[src/rtl/alu_pkg.sv]
// Shared constants and types for the ALU issue stage: funct codes,
// ALU operation encodings and default datapath widths.
package alu_pkg;

  localparam int ALU_DATA_W  = 16;
  localparam int ALU_FUNCT_W = 4;

  localparam logic [3:0] FUNCT_AND  = 4'b0000;
  localparam logic [3:0] FUNCT_OR   = 4'b0001;
  localparam logic [3:0] FUNCT_ADD  = 4'b0010;
  localparam logic [3:0] FUNCT_SUB  = 4'b0110;
  localparam logic [3:0] FUNCT_SLT  = 4'b0111;
  localparam logic [3:0] FUNCT_NOR  = 4'b1100;
  localparam logic [3:0] FUNCT_NAND = 4'b1101;

  typedef enum logic [1:0] {
    OP_AND = 2'b00,
    OP_OR  = 2'b01,
    OP_ADD = 2'b10,
    OP_SLT = 2'b11
  } alu_op_e;

endpackage

[src/rtl/alu_issue_stage_decode.sv]
// Combinational funct decoder: maps a function code onto the ripple ALU's
// invert/operation controls and flags undefined or purely logical codes.
module alu_funct_decode
  import alu_pkg::*;
#(
  parameter int FUNCT_W = ALU_FUNCT_W
) (
  input  logic [FUNCT_W-1:0] funct_i,
  output logic               invert_a_o,
  output logic               invert_b_o,
  output alu_op_e            operation_o,
  output logic               illegal_o,
  output logic               is_logic_o
);

  // Decode table; undefined codes fall back to a harmless AND with illegal set.
  always_comb begin
    invert_a_o  = 1'b0;
    invert_b_o  = 1'b0;
    operation_o = OP_AND;
    illegal_o   = 1'b0;
    is_logic_o  = 1'b0;
    case (funct_i)
      FUNCT_AND: begin
        is_logic_o = 1'b1;
      end
      FUNCT_OR: begin
        operation_o = OP_OR;
        is_logic_o  = 1'b1;
      end
      FUNCT_ADD: begin
        operation_o = OP_ADD;
      end
      FUNCT_SUB: begin
        invert_b_o  = 1'b1;
        operation_o = OP_ADD;
      end
      FUNCT_SLT: begin
        invert_b_o  = 1'b1;
        operation_o = OP_SLT;
      end
      FUNCT_NOR: begin
        invert_a_o = 1'b1;
        invert_b_o = 1'b1;
        is_logic_o = 1'b1;
      end
      FUNCT_NAND: begin
        invert_a_o  = 1'b1;
        invert_b_o  = 1'b1;
        operation_o = OP_OR;
        is_logic_o  = 1'b1;
      end
      default: begin
        illegal_o = 1'b1;
      end
    endcase
  end

endmodule

[src/rtl/alu_issue_stage.sv]
// Two-stage valid/ready wrapper around an external 16-bit ripple ALU: stage 1
// holds and decodes the request, stage 2 captures the ALU outputs.
module alu_issue_stage
  import alu_pkg::*;
#(
  parameter int DATA_W         = ALU_DATA_W,
  parameter int FUNCT_W        = ALU_FUNCT_W,
  parameter bit MASK_LOGIC_OVF = 1'b1
) (
  input  logic              clk,
  input  logic              rst,
  input  logic              in_valid,
  output logic              in_ready,
  input  logic [FUNCT_W-1:0] in_funct,
  input  logic [DATA_W-1:0] in_src1,
  input  logic [DATA_W-1:0] in_src2,
  output logic [DATA_W-1:0] alu_src1,
  output logic [DATA_W-1:0] alu_src2,
  output logic              alu_invertA,
  output logic              alu_invertB,
  output logic [1:0]        alu_operation,
  input  logic [DATA_W-1:0] alu_result,
  input  logic              alu_zero,
  input  logic              alu_overflow,
  output logic              out_valid,
  input  logic              out_ready,
  output logic [DATA_W-1:0] out_result,
  output logic              out_zero,
  output logic              out_overflow,
  output logic              out_illegal,
  output logic [15:0]       done_count
);

  logic               s1_valid_q, s1_valid_d;
  logic [FUNCT_W-1:0] s1_funct_q, s1_funct_d;
  logic [DATA_W-1:0]  s1_src1_q,  s1_src1_d;
  logic [DATA_W-1:0]  s1_src2_q,  s1_src2_d;
  logic               s2_valid_q, s2_valid_d;
  logic [DATA_W-1:0]  result_q,   result_d;
  logic               zero_q,     zero_d;
  logic               ovf_q,      ovf_d;
  logic               illegal_q,  illegal_d;
  logic [15:0]        done_q,     done_d;

  logic    s1_ready_s;
  logic    s2_ready_s;
  logic    dec_illegal_s;
  logic    dec_is_logic_s;
  alu_op_e dec_op_s;

  alu_funct_decode #(
    .FUNCT_W (FUNCT_W)
  ) u_decode (
    .funct_i     (s1_funct_q),
    .invert_a_o  (alu_invertA),
    .invert_b_o  (alu_invertB),
    .operation_o (dec_op_s),
    .illegal_o   (dec_illegal_s),
    .is_logic_o  (dec_is_logic_s)
  );

  assign s2_ready_s    = !s2_valid_q || out_ready;
  assign s1_ready_s    = !s1_valid_q || s2_ready_s;
  assign in_ready      = s1_ready_s;
  assign alu_src1      = s1_src1_q;
  assign alu_src2      = s1_src2_q;
  assign alu_operation = dec_op_s;

  // Next-state for both pipeline stages and the completion counter.
  always_comb begin
    s1_valid_d = s1_valid_q;
    s1_funct_d = s1_funct_q;
    s1_src1_d  = s1_src1_q;
    s1_src2_d  = s1_src2_q;
    s2_valid_d = s2_valid_q;
    result_d   = result_q;
    zero_d     = zero_q;
    ovf_d      = ovf_q;
    illegal_d  = illegal_q;
    done_d     = done_q;

    if (in_valid && s1_ready_s) begin
      s1_valid_d = 1'b1;
      s1_funct_d = in_funct;
      s1_src1_d  = in_src1;
      s1_src2_d  = in_src2;
    end else if (s2_ready_s) begin
      s1_valid_d = 1'b0;
    end else begin
      s1_valid_d = s1_valid_q;
    end

    // Illegal requests report a clean zero result rather than ALU noise.
    if (s1_valid_q && s2_ready_s) begin
      s2_valid_d = 1'b1;
      if (dec_illegal_s) begin
        result_d  = {DATA_W{1'b0}};
        zero_d    = 1'b0;
        ovf_d     = 1'b0;
        illegal_d = 1'b1;
      end else begin
        result_d  = alu_result;
        zero_d    = alu_zero;
        ovf_d     = alu_overflow && !(MASK_LOGIC_OVF && dec_is_logic_s);
        illegal_d = 1'b0;
      end
    end else if (out_ready) begin
      s2_valid_d = 1'b0;
    end else begin
      s2_valid_d = s2_valid_q;
    end

    if (s2_valid_q && out_ready) begin
      done_d = done_q + 16'd1;
    end else begin
      done_d = done_q;
    end
  end

  // State registers with synchronous reset that drops any in-flight work.
  always_ff @(posedge clk) begin
    if (rst) begin
      s1_valid_q <= 1'b0;
      s1_funct_q <= {FUNCT_W{1'b0}};
      s1_src1_q  <= {DATA_W{1'b0}};
      s1_src2_q  <= {DATA_W{1'b0}};
      s2_valid_q <= 1'b0;
      result_q   <= {DATA_W{1'b0}};
      zero_q     <= 1'b0;
      ovf_q      <= 1'b0;
      illegal_q  <= 1'b0;
      done_q     <= 16'd0;
    end else begin
      s1_valid_q <= s1_valid_d;
      s1_funct_q <= s1_funct_d;
      s1_src1_q  <= s1_src1_d;
      s1_src2_q  <= s1_src2_d;
      s2_valid_q <= s2_valid_d;
      result_q   <= result_d;
      zero_q     <= zero_d;
      ovf_q      <= ovf_d;
      illegal_q  <= illegal_d;
      done_q     <= done_d;
    end
  end

  assign out_valid    = s2_valid_q;
  assign out_result   = result_q;
  assign out_zero     = zero_q;
  assign out_overflow = ovf_q;
  assign out_illegal  = illegal_q;
  assign done_count   = done_q;

endmodule

[config.mk]
export PLATFORM = sky130hd
export DESIGN_NAME = alu_issue_stage
export DESIGN_NICKNAME = d
export VERILOG_FILES = /design/src/rtl/alu_pkg.sv /design/src/rtl/alu_issue_stage_decode.sv /design/src/rtl/alu_issue_stage.sv
export SDC_FILE = /design/constraint.sdc
export NUM_CORES = 1
export LEC_CHECK = 0
export CELL_PAD_IN_SITES_DETAIL_PLACEMENT = 1
export CELL_PAD_IN_SITES_GLOBAL_PLACEMENT = 1
export CORE_MARGIN = 3
export CORE_UTILIZATION = 31
export DETAILED_ROUTE_END_ITERATION = 7
export PLACE_DENSITY = 0.95
export RECOVER_POWER = 50
export SYNTH_ARGS = -nofsm -noshare
export SYNTH_HDL_FRONTEND = slang
export SYNTH_HIERARCHICAL = 1
export SYNTH_SLANG_ARGS = --single-unit
[constraint.sdc]
create_clock -name clk -period 3.12 [get_ports clk]
set_input_delay 0.624 -clock clk [delete_from_list [all_inputs] [get_ports clk]]
set_output_delay 0.624 -clock clk [all_outputs]
set_load 0.02 [all_outputs]
* Word level (Yosys, flattened, before mapping)
Index checks and enable logic that the tools add are counted.
Word-level totals: flip-flop bits (word level) 73, output and inout port bits 73, logic and storage cells 47, input bits 58
Cells by class: reductions and logical operators 18, add/subtract/negate cells 1, equal/unequal tests 6, multiplexer cells 12
Operator list (number):
- $add A16 B1 Y16 const B | 1
- $mux W16 | 1
- $mux W1 | 10
- $eq A4 B3 Y1 const B | 2
- $eq A4 B4 Y1 const B | 2
- $reduce_or A4 Y1 | 2
- $reduce_or A7 Y1 | 1
- $pmux W2 S3 | 1
- $reduce_or A2 Y1 | 3
- $eq A4 B1 Y1 const B | 1
- $eq A4 B2 Y1 const B | 1
- $logic_and A1 B1 Y1 | 4
- $logic_not A4 Y1 | 1
- $reduce_bool A2 Y1 | 2
- $logic_not A1 Y1 | 3
- $logic_or A1 B1 Y1 | 2

* Depth between registers and ports, before layout
Gate-level depths: netlist of the first run.
depth after elaboration 6, gate-level depth with buffers 6, depth with buffers taken out 5

* Modules after synthesis
Netlist of the first run, hierarchy kept.
Modules (own cells, without submodules):
- alu_issue_stage | seq. area each 1461.4 um^2, times used 1, cells each 330, area an instance 2743.9 um^2
- alu_funct_decode | seq. area each 0.0 um^2, times used 1, cells each 16, area an instance 100.1 um^2

* Least setup slack after synthesis of the first run
Ideal clock, no wire load.
path kind input -> register, from input out_ready, to register s1_src2_q[10] (netlist: alu_src2[10]), data required time 3.050 ns, stages on the path 5, arrival time 1.672 ns, path buffers 1, path slack 1.378 ns, setup time 0.070 ns, cells stage by stage nand3b_1 -> nand2_1 -> clkbuf_1 -> nand2_1 -> a21oi_1
Between the ends: word-level cells in the longest chain between the ends 3
RTL lines:
- from (decl) | line alu_issue_stage.sv:26 | input logic out_ready,
- $logic_or A1 B1 Y1 | line alu_issue_stage.sv:62 | assign s2_ready_s = !s2_valid_q || out_ready;
- $logic_or A1 B1 Y1 | line alu_issue_stage.sv:63 | assign s1_ready_s = !s1_valid_q || s2_ready_s;
- $logic_and A1 B1 Y1 | line alu_issue_stage.sv:82 | if (in_valid && s1_ready_s) begin
- to (signal assigned) | line alu_issue_stage.sv:126 | s1_src2_q <= {DATA_W{1'b0}};
- to (signal assigned) | line alu_issue_stage.sv:137 | s1_src2_q <= s1_src2_d;
- to (decl) | line alu_issue_stage.sv:37 | logic [DATA_W-1:0] s1_src2_q, s1_src2_d;
Every way passes these cells. A chain may end at the register's enable or synchronous reset.

* Worst setup path in the final report of the first run
from input out_ready, to output in_ready
Between the ends: word-level cells in the longest chain between the ends 2
RTL lines:
- $logic_or A1 B1 Y1 | line alu_issue_stage.sv:62
- $logic_or A1 B1 Y1 | line alu_issue_stage.sv:63
- to (decl) | line alu_issue_stage.sv:13 | output logic in_ready,
Every way passes these cells.

==> results of run 1 <==
-- stage by stage --
stage	cells	instance area [um2]
after floorplan	346	2844
after global placement	567	4225
after detailed placement	567	4225
after CTS	583	4395
after global routing	583	4395
final	583	4395
-- power by group through the flow --
stage	Clock [mW]	Sequential, mW	Combinational, mW
finish	0.651	0.995	0.308
global route	0.728	1.00	0.333
CTS	0.680	0.997	0.325
detailed placement	0	1.02	0.323
global placement	0	1.02	0.312
floorplan	0	1.06	0.102
-- final timing paths --
path,depth (start not counted),endpoint
worst min register to register,2,out_result[13]
worst min-delay path,2,out_result[13]
worst max register to register,5,out_overflow
worst max-delay path,3,in_ready
-- cells by family (layout without fill, tap and decap cells) --
family          count (synthesis)  in the layout  synth area share
compound gates                 69             69            0.1271
simple gates                  164            164            0.2754
buf+inv                        25            154           0.03607
flops                          73             73            0.5139
xor+xnor                       14             14           0.04312
fa+ha+maj                       1              1          0.004399
-- synth_stat cells (all sizes together) --
cell	count	area (um2)
o21a	1	7.510
nand4	5	46.29
o31ai	1	7.510
o21ai	2	10.01
xnor2	5	43.79
or3	2	12.51
o221ai	1	8.760
nor3	2	10.01
a21oi	63	319.1
dfxtp	73	1461
nand2	102	382.9
nor2b	2	12.51
nand3b	18	135.1
nand3	5	25.02
and3	2	18.77
or4	1	7.510
and4	3	28.78
o41ai	1	8.760
xor2	9	78.83
inv	4	15.01
nor4	1	6.260
clkbuf	16	61.30
and2	1	7.510
nor2	17	63.81
or4b	2	20.02
nand2b	1	6.260
buf	5	26.27
ha	1	12.51
-- final cells by class --
class                      count  share of cell area
clock inverter                 6            0.009678
sequential                    73              0.3325
clock buffer                  10             0.02903
inverter                       4            0.003416
timing repair buffer         134              0.3017
tap                          108             0.03074
multi-input combinational    248              0.2929
-- flip-flops by register name, summed over array words and instances, names as in the netlist --
| signal | count |
|---|---|
| alu_src1 | 16 |
| alu_src2 | 16 |
| done_count | 16 |
| out_illegal | 1 |
| out_overflow | 1 |
| out_result | 16 |
| out_valid | 1 |
| out_zero | 1 |
| s1_funct_q | 4 |
| s1_valid_q | 1 |
-- layout by cell type, fill, tap and decap left out, types with 2 or more instances in the layout --
| master | instances |
|---|---|
| o21ai_0 | 2 |
| nand4_1 | 4 |
| xor2_1 | 9 |
| or3_1 | 2 |
| and4_1 | 2 |
| inv_1 | 4 |
| nor2b_1 | 2 |
| dlygate4sd3_1 | 58 |
| clkinv_2 | 2 |
| clkdlybuf4s50_1 | 71 |
| a21oi_1 | 62 |
| nand2_1 | 102 |
| nand3_1 | 5 |
| or4b_1 | 2 |
| xnor2_1 | 5 |
| nor3_1 | 2 |
| nor2_1 | 17 |
| clkbuf_8 | 9 |
| dfxtp_1 | 73 |
| buf_4 | 4 |
| clkinvlp_4 | 2 |
| nand3b_1 | 18 |
-- worst reg2reg max path, delay by kind of cell (launching register included) --
family / cells / cell delay, ns
compound gates: 3 / 0.94
simple gates: 1 / 0.70
flops: 1 / 0.45
buf+inv: 1 / 0.12
-- per-layer routing --
metal,vias up,share of wire,global-route usage,wire [um]
met5,-,0,0,0
met4,0,0.0096,0.05828,88
met3,8,0.041,0.04270,376
met2,87,0.54,0.3350,4943
met1,1380,0.41,0.1959,3731
li1,1399,-,-,-
==> metrics.md, run 1 <==
| Metric | Value |
|---|---|
| Outcome | `completed` |
| Vias post-DR | `2874` |
| Finish-stage setup viols | `0` |
| Mapped cell area | `2844 um2` |
| WL per Instance | `15.68 um` |
| Port bufs | `130` |
| Maximum clock frequency | `about 0.37 GHz` |
| Die X | `slightly above 100 um` |
| DRT Pass-1 Iters | `4` |
| Synth-to-layout area growth | `54.55%` |
| Hold slack | `0.4530 ns` |
| H-tree depth | `3` |
| CP delay by family, top | `buffers and inverters` |
| Crit-path slowest cell | `dlygate4sd3_1` |
| Drt initial violations | `56` |
| Switching power total | `roughly 0.54 mW` |
| Fin util | `0.4991` |
| Seq pwr share | `0.509` |
| CP max FO | `6` |
| Measured slew at the worst slew-check pin | `1.325 ns` |
| Worst Setup End Kind | `output pin` |
| Part of the cycle the worst path needs | `0.8654` |
| RSZ-0062 raised after global routing | `false` |
| Row cnt | `34` |
| Die Span Y | `around 100 um` |
| Crit path cell chain | `dlygate4sd3_1 > nand3b_1 > clkdlybuf4s50_1` |
| CP Data Required Time | `2.50 ns` |
| Core area | `8806 um2` |
| First-pass GRT wire length | `14500 um` |
| Mapped Avg Cell Area | `approximately 8.2 um2` |
| Post-CTS setup buffers | `0` |
| Setup slack at placement | `approximately 0.21 ns` |
| Cell-internal power | `1.413 mW` |
| Num Clock Sinks | `73` |
| Area of the multi-input gates | `1287 um2` |
| # fillers | `roughly 1000` |
| Worst-Skew Late Latency | `~0.35 ns` |
| Setup ws final | `0.4198 ns` |
| R2R setup slack | `0.85 ns` |
| DP HPWL | `approximately 6500 um` |
| Max Cap Viol | `0` |
| Slew HR | `0.1150` |
| Power per cell area | `444.6 nW/um2` |
| RD Place Congestion | `0.7622` |
| CTS root buffer | `clkbuf_8` |
| Setup Skew | `0.01819 ns` |
| Worst Path Arrival | `2.08 ns` |
| Post-Synthesis Cells | `346` |
| Yosys synthesis warning count | `6` |
| Vias in the first global route | `around 3000` |
| Sequential-to-total area share from yosys stat | `0.5139` |
| Combinational share of power | `0.158` |
| CTS max path bufs | `2` |
| Clock network fraction of total power | `0.333` |
| RR Startpoint | `s1_funct_q[2]` |
| HP Class | `register to register` |
| Hold_buf cts | `0` |
| DRC | `0` |
| Clk slew on worst S/H paths | `0.07 ns` |
| All-Layer GR Usage | `0.1786` |
| Max stage delay on crit path | `0.64 ns` |
| DRT Wirelength | `9139 um` |
| Share of layout cells above drive strength 1 | `0.05474` |
| Hold Crit Start | `out_result[13]` |
| Cts repair resizes | `0` |
| Maximum vdd drop | `approximately 0.21 mV` |
| Final Hold Vio Count | `0` |
| TritonCTS clock tree | `yes` |
| I/O Pins | `between 100 and 150` |
| Gr ovfl total | `0` |
| Pleak | `1.736 nW` |
| Setup TNS | `0 ns` |
| Distinct cells, synth | `35` |
| CP Launch Type | `input port` |
| Total power draw | `just under 2 mW` |
| Routed vias/inst | `4.930` |
| Fin nets | `529` |
| Antenna diodes | `0` |
| Crit. Startpoint | `out_ready` |
| Pins Over Slew Limit | `0` |
| Initial Utilization | `0.3230` |
| Switch share | `0.2769` |
| Syn_nets | `405` |
| Crit path time final | `2.700 ns` |
| Register bit total from synthesis | `73` |
| Largest net degree at the start of global routing | `74` |
| Cts bufs inserted | `9` |
| Seq. cell area | `1461 um2` |
| Antenna-violating nets left | `0` |
| Setup Crit Path Kind | `input port to output pin` |
| Initial antenna violation count | `0` |
| CP bufs+invs | `2` |
| Die area | `about 10000 um2` |
(Power assumes the default switching activity.)
==> inputs of run 2 (changes only) <==
CORE_UTILIZATION = 29   (was 31)
PLACE_DENSITY = 0.91   (was 0.95)
clock period = 2.65 ns   (was 3.12 ns; I/O delays follow)
==> run 2 against run 1 <==
Against the previous run: final cell count grew 4.3%; sequential power grew 18%; die area is 6.5% higher; core utilization shrank 1.9 points; sequential share of layout area decreased by 0.75 points; power grew 25%; combinational power up 21%; critical path depth unchanged; clock-buffer cell count unchanged; largest cell class unchanged; highest routed layer unchanged.
==> metrics.md, run 2 (same netlist as run 1, synthesis figures left out) <==
| Metric | Value |
|---|---|
| Port bufs | `130 (unchanged)` |
| Pins Over Slew Limit | `0 (unchanged)` |
| Die area | `11030 um2 (+6.5%)` |
| Final Instance Count excl. Fillers | `608 (+4.3%)` |
| Routed vias/inst | `4.814 (-2.3%)` |
| Num Clock Sinks | `73 (unchanged)` |
| WL per Instance | `15.41 um (-1.7%)` |
| Dpl cells | `592 (+4.4%)` |
| Met2 wire length | `4946 um (about the same)` |
| Most frequent cells in the layout | `nand2_1 (102), clkdlybuf4s50_1 (87), dfxtp_1 (73)` |
| CP Data Required Time | `2.12 ns (-0.38 ns)` |
| Setup TNS | `0 ns (unchanged)` |
| Core area | `9371 um2 (+6.4%)` |
| RD Place Congestion | `0.7214 (-5.4%)` |
| Post-CTS setup buffers | `0 (unchanged)` |
| Initial antenna violation count | `0 (unchanged)` |
| Vias in the first global route | `3071 (+3.2%)` |
| Outcome | `completed` |
| Area of the multi-input gates | `1287 um2 (unchanged)` |
| Antenna-violating nets left | `0 (unchanged)` |
| Maximum vdd drop | `0.2246 mV (+6.2%)` |
| Setup Skew | `0.01002 ns (-0.008175 ns)` |
| Met3 wire length | `447 um (+19%)` |
| RR Startpoint | `s1_funct_q[2]` |
| HP Class | `register to register` |
| Max Cap Viol | `0 (unchanged)` |
| Fin nets | `533 (+0.76%)` |
| Worst Setup End Kind | `output pin` |
| All-Layer GR Usage | `0.1696 (-0.008922)` |
| CTS max path bufs | `2 (unchanged)` |
| Largest net degree at the start of global routing | `42 (-43%)` |
| R2R setup slack | `0.76 ns (-0.09 ns)` |
| Hold path depth | `2 (unchanged)` |
| Antenna diodes | `0 (unchanged)` |
| # fillers | `1119 (+9.0%)` |
| Commonest non-fill, non-tap cell in the layout | `nand2_1` |
| Drt initial violations | `51 (-8.9%)` |
| CTS root buffer | `clkbuf_8` |
| Measured slew at the worst slew-check pin | `0.9203 ns (-0.4045 ns)` |
| Worst Path Arrival | `1.91 ns (-0.17 ns)` |
| Max layer used | `met4` |
| Crit path time final | `2.437 ns` |
| RSZ-0062 raised after global routing | `false` |
| Initial Utilization | `0.3035 (-0.01949)` |
| Seq. cell area | `1461 um2 (unchanged)` |
| Hold Crit Start | `out_overflow` |
| Cts repair resizes | `0 (unchanged)` |
| Setup Crit Path Kind | `input port to output pin` |
| Register-to-Register Path Depth | `6 (+1)` |
| Clk slew on worst S/H paths | `0.07 ns (about the same)` |
| Hold slack | `0.4516 ns (-0.001333 ns)` |
| Finish-stage setup viols | `0 (unchanged)` |
| Die X | `105.0 um (+3.2%)` |
| I/O Pins | `131 (unchanged)` |
| CP Launch Type | `input port` |
| Reg-to-reg critical path endpoint | `out_overflow` |
| DP HPWL | `6909 um (+5.5%)` |
| Maximum clock frequency | `0.4104 GHz` |
| TritonCTS clock tree | `yes` |
| Row cnt | `35 (+2.9%)` |
| Die Span Y | `105.0 um (+3.2%)` |
| DRC | `0 (unchanged)` |
| Hold_buf cts | `0 (unchanged)` |
| Worst-Skew Late Latency | `0.34 ns (about the same)` |
| M1 WL | `3729 um (about the same)` |
| DRT Pass-1 Iters | `4 (unchanged)` |
| Power per cell area | `542.2 nW/um2 (+22%)` |
| Slew HR | `0.3851 (+0.2701)` |
| CP max FO | `6 (unchanged)` |
| Final Hold Vio Count | `0 (unchanged)` |
| Part of the cycle the worst path needs | `0.9194` |
| Cts bufs inserted | `9 (unchanged)` |
| H-tree depth | `3 (unchanged)` |
| Worst Hold End | `out_overflow` |
| Vias post-DR | `2927 (+1.8%)` |
| First-pass GRT wire length | `15050 um (+3.8%)` |
| Share of layout cells above drive strength 1 | `0.05637 (+0.001631)` |
| DRT Wirelength | `9371 um (+2.5%)` |
| Gr ovfl total | `0 (unchanged)` |
| Synth-to-layout area growth | `58.12%` |
| Pleak | `1.721 nW (-0.83%)` |
-- run 2: cell count changes in the layout (fill, tap and decap cells not counted), sizes merged --
cell           delta
inv               -1
dlygate4sd3      -16
clkbuf            +4
clkdlybuf4s50    +16
bufinv            +1
-- run 2: worst max path at each step --
stage                             start        endpoint  depth (start not counted)
final                         out_ready        in_ready                          3
after global routing          out_ready        in_ready                          3
after CTS                     out_ready        in_ready                          3
after detailed placement      out_ready     alu_src1[1]                          5
after global placement        out_ready        in_ready                          3
after floorplan           done_count[0]  done_count[14]                          5
-- run 2: cell type report --
type | count | area share
Clock inverter | 6 | 0.01503
Sequential cell | 73 | 0.3250
Timing Repair Buffer | 138 | 0.3038
Tap cell | 129 | 0.03589
Inverter | 4 | 0.003339
Clock buffer | 10 | 0.03061
Multi-Input combinational cell | 248 | 0.2863
-- run 2: metal layers --
metal	up-vias	track usage
li1	1412	-
met1	1413	0.1801
met2	82	0.3167
met3	20	0.04447
met4	0	0.06654
met5	-	0
-- run 2: power breakdown --
part / switching [mW] / internal [mW] / total, mW
clock: 0.432 / 0.462 / 0.894
sequential: 0.0284 / 1.14 / 1.17
combinational: 0.185 / 0.188 / 0.373
total: 0.646 / 1.79 / 2.44
-- run 2: metrics by stage --
stage	util	setup slack, ns	power, mW	instance area (um2)
finish	0.4798	0.2135	2.438	4497
global route	0.4798	0.1122	2.565	4497
CTS	0.4814	0.1936	2.495	4512
detailed placement	0.4595	0.1910	1.590	4307
global placement	0.4595	0.2415	1.575	4307
floorplan	-	0.9858	1.365	2844
-- run 2: worst max-delay path, cell delays in order --
cell and delay (ns):
clkdlybuf4s50_1 0.56, nand3b_1 0.18, clkdlybuf4s50_1 0.64
==> variant, RTL diff (config.mk and constraints of run 2) <==
Put one more register stage on the output `done_count`, cleared by the reset. The value now appears one clock later. The other outputs are not delayed to match.
--- a/src/rtl/alu_issue_stage.sv
+++ b/src/rtl/alu_issue_stage.sv
@@ -149,7 +149,13 @@
   assign out_zero     = zero_q;
   assign out_overflow = ovf_q;
   assign out_illegal  = illegal_q;
-  assign done_count   = done_q;
+  always_ff @(posedge clk) begin
+    if (rst) begin
+      done_count <= '0;
+    end else begin
+      done_count <= done_q;
+    end
+  end
 
 endmodule
 
Function: changed (Yosys sat finds a counterexample within 4 cycles, from zero or initial values and one cycle with rst high).
==> variant against run 2 <==
- sequential share of layout area grew 3.2 points
- largest cell class unchanged
- highest routed layer unchanged
- final cell count up 6.7%
- critical path type unchanged
- total power is 23% higher
- wire length increased by 2.4%
- first-iteration DRC count grew 110%
- area after synthesis up 16%
- sequential cell count is 16 higher
- cell area is 11% higher
- setup slack improved by 0.0011 ns
- via count rose by 4.3%
==> variant: results <==
group,metric,value,unit
sta,hold_ws,0.448,ns
worst_setup_path,r2r_cells,4,
sta,finalClockSkew,0.0103,ns
finish,fillers,1295,
sta,slew_violations,0,
drt,routed-via-count,3052,
worst_hold_path,hold_class,"reg -> reg",
worst_setup_path,rr_endpoint,"out_result[6]",
finish,multi_input_area,0.00140,sq mm
global_route,grt_pass1_vias,3261,
global_route,grt_pass1_wl,15.8,mm
yosys,syn_area_per_cell,8.70,sq um
global_route,grt_max_degree,38,
place,port_buffers,130,
clocking,cts.path.max_buffers,2,
yosys,yosysSeqAreaShare,54.2,%
yosys,yosys_warnings,6,
worst_setup_path,reg2reg_slack,0.61,ns
power,leakagePower,1.89,nW
power,p_sw,730,uW
yosys,synth_fp_nets,437,
place,placed_area,0.00473,sq mm
global_route,track_usage,15.1,%
finish,drive_gt1_share,5.50,%
drt,postRouteWirelength,9.60,mm
clocking,cts_root_buffer,"clkbuf_16",
place,place_congestion,0.759,
run_status,status,"finished, final reports clean",
place,placed_cells,633,
worst_setup_path,path_max_fanout,3,
place,dpl.hpwl,7.00,mm
worst_setup_path,rr_startpoint,"out_valid",
clocking,cts_resized,0,
finish,finalNonFillerCells,649,
yosys,synthTopCellsByArea,"dfxtp_1 (54%), nand2_1 (12%), a21oi_1 (9.0%)",
worst_hold_path,hold_path.startpoint,"alu_src1[3]",
sta,tightest_slew,1.24,ns
finish,nets,563,
power,ir_drop,0.258,mV
drt,drt_iter0_drc,108,
yosys,ys_types,33,
worst_hold_path,whs_endpoint,"alu_src1[3]",
yosys,synth_common_cells,"nand2_1 (101), dfxtp_1 (89), a21oi_1 (59)",
sta,finalSetupViolCount,0,
place,pre_cts_ws,0.122,ns
==> variant: layout make-up <==
class                      count  area share [%]
sequential                    89            35.7
multi-input combinational    263            28.0
timing repair buffer         137            26.8
clock buffer                  13            5.21
tap                          140            3.51
clock inverter                 3           0.501
inverter                       4           0.301
==> variant: how the worst max path moves through the flow <==
stage | cells after the start | slack (ns) | start | end
floorplan | 4 | 1.00 | out_valid | done_q[13]
global placement | 5 | 0.27 | out_ready | out_result[7]
detailed placement | 5 | 0.12 | out_ready | out_result[6]
CTS | 3 | 0.27 | out_ready | in_ready
global route | 5 | 0.15 | out_ready | out_result[14]
finish | 3 | 0.21 | out_ready | in_ready
==> variant: power groups by stage <==
stage / sequential (mW) / clock (mW) / combinational, mW
2_1_floorplan: 1.49 / 0 / 0.128
3_3_place_gp: 1.44 / 0 / 0.380
3_5_place_dp: 1.45 / 0 / 0.391
4_1_cts: 1.42 / 1.25 / 0.393
5_1_grt: 1.42 / 1.30 / 0.413
6_report: 1.42 / 1.20 / 0.380
==> variant: per-layer routing <==
layer  global-route usage [%]  vias up  routed length (microns)
met4                     3.21        0                       73
met5                        0        -                        0
met3                     5.12        6                      570
met2                     26.5       82                     4900
met1                     18.0     1469                     4060
li1                         -     1495                        -
==> variant: kinds of logic (layout without fill, tap and decap cells) <==
kind of cell    Yosys count  in the layout  share of synthesized area, %
buf+inv                  26            157                          3.61
compound gates           63             63                          9.89
flops                    89             89                          54.2
xor+xnor                 12             12                          3.20
mux                       5              5                          1.71
fa+ha+maj                 1              1                         0.380
simple gates            182            182                          27.0
==> variant: critical path, cell delays in order <==
cell and delay [ns]:
dlygate4sd3_1 0.59, nand3b_1 0.16, clkdlybuf4s50_1 0.62
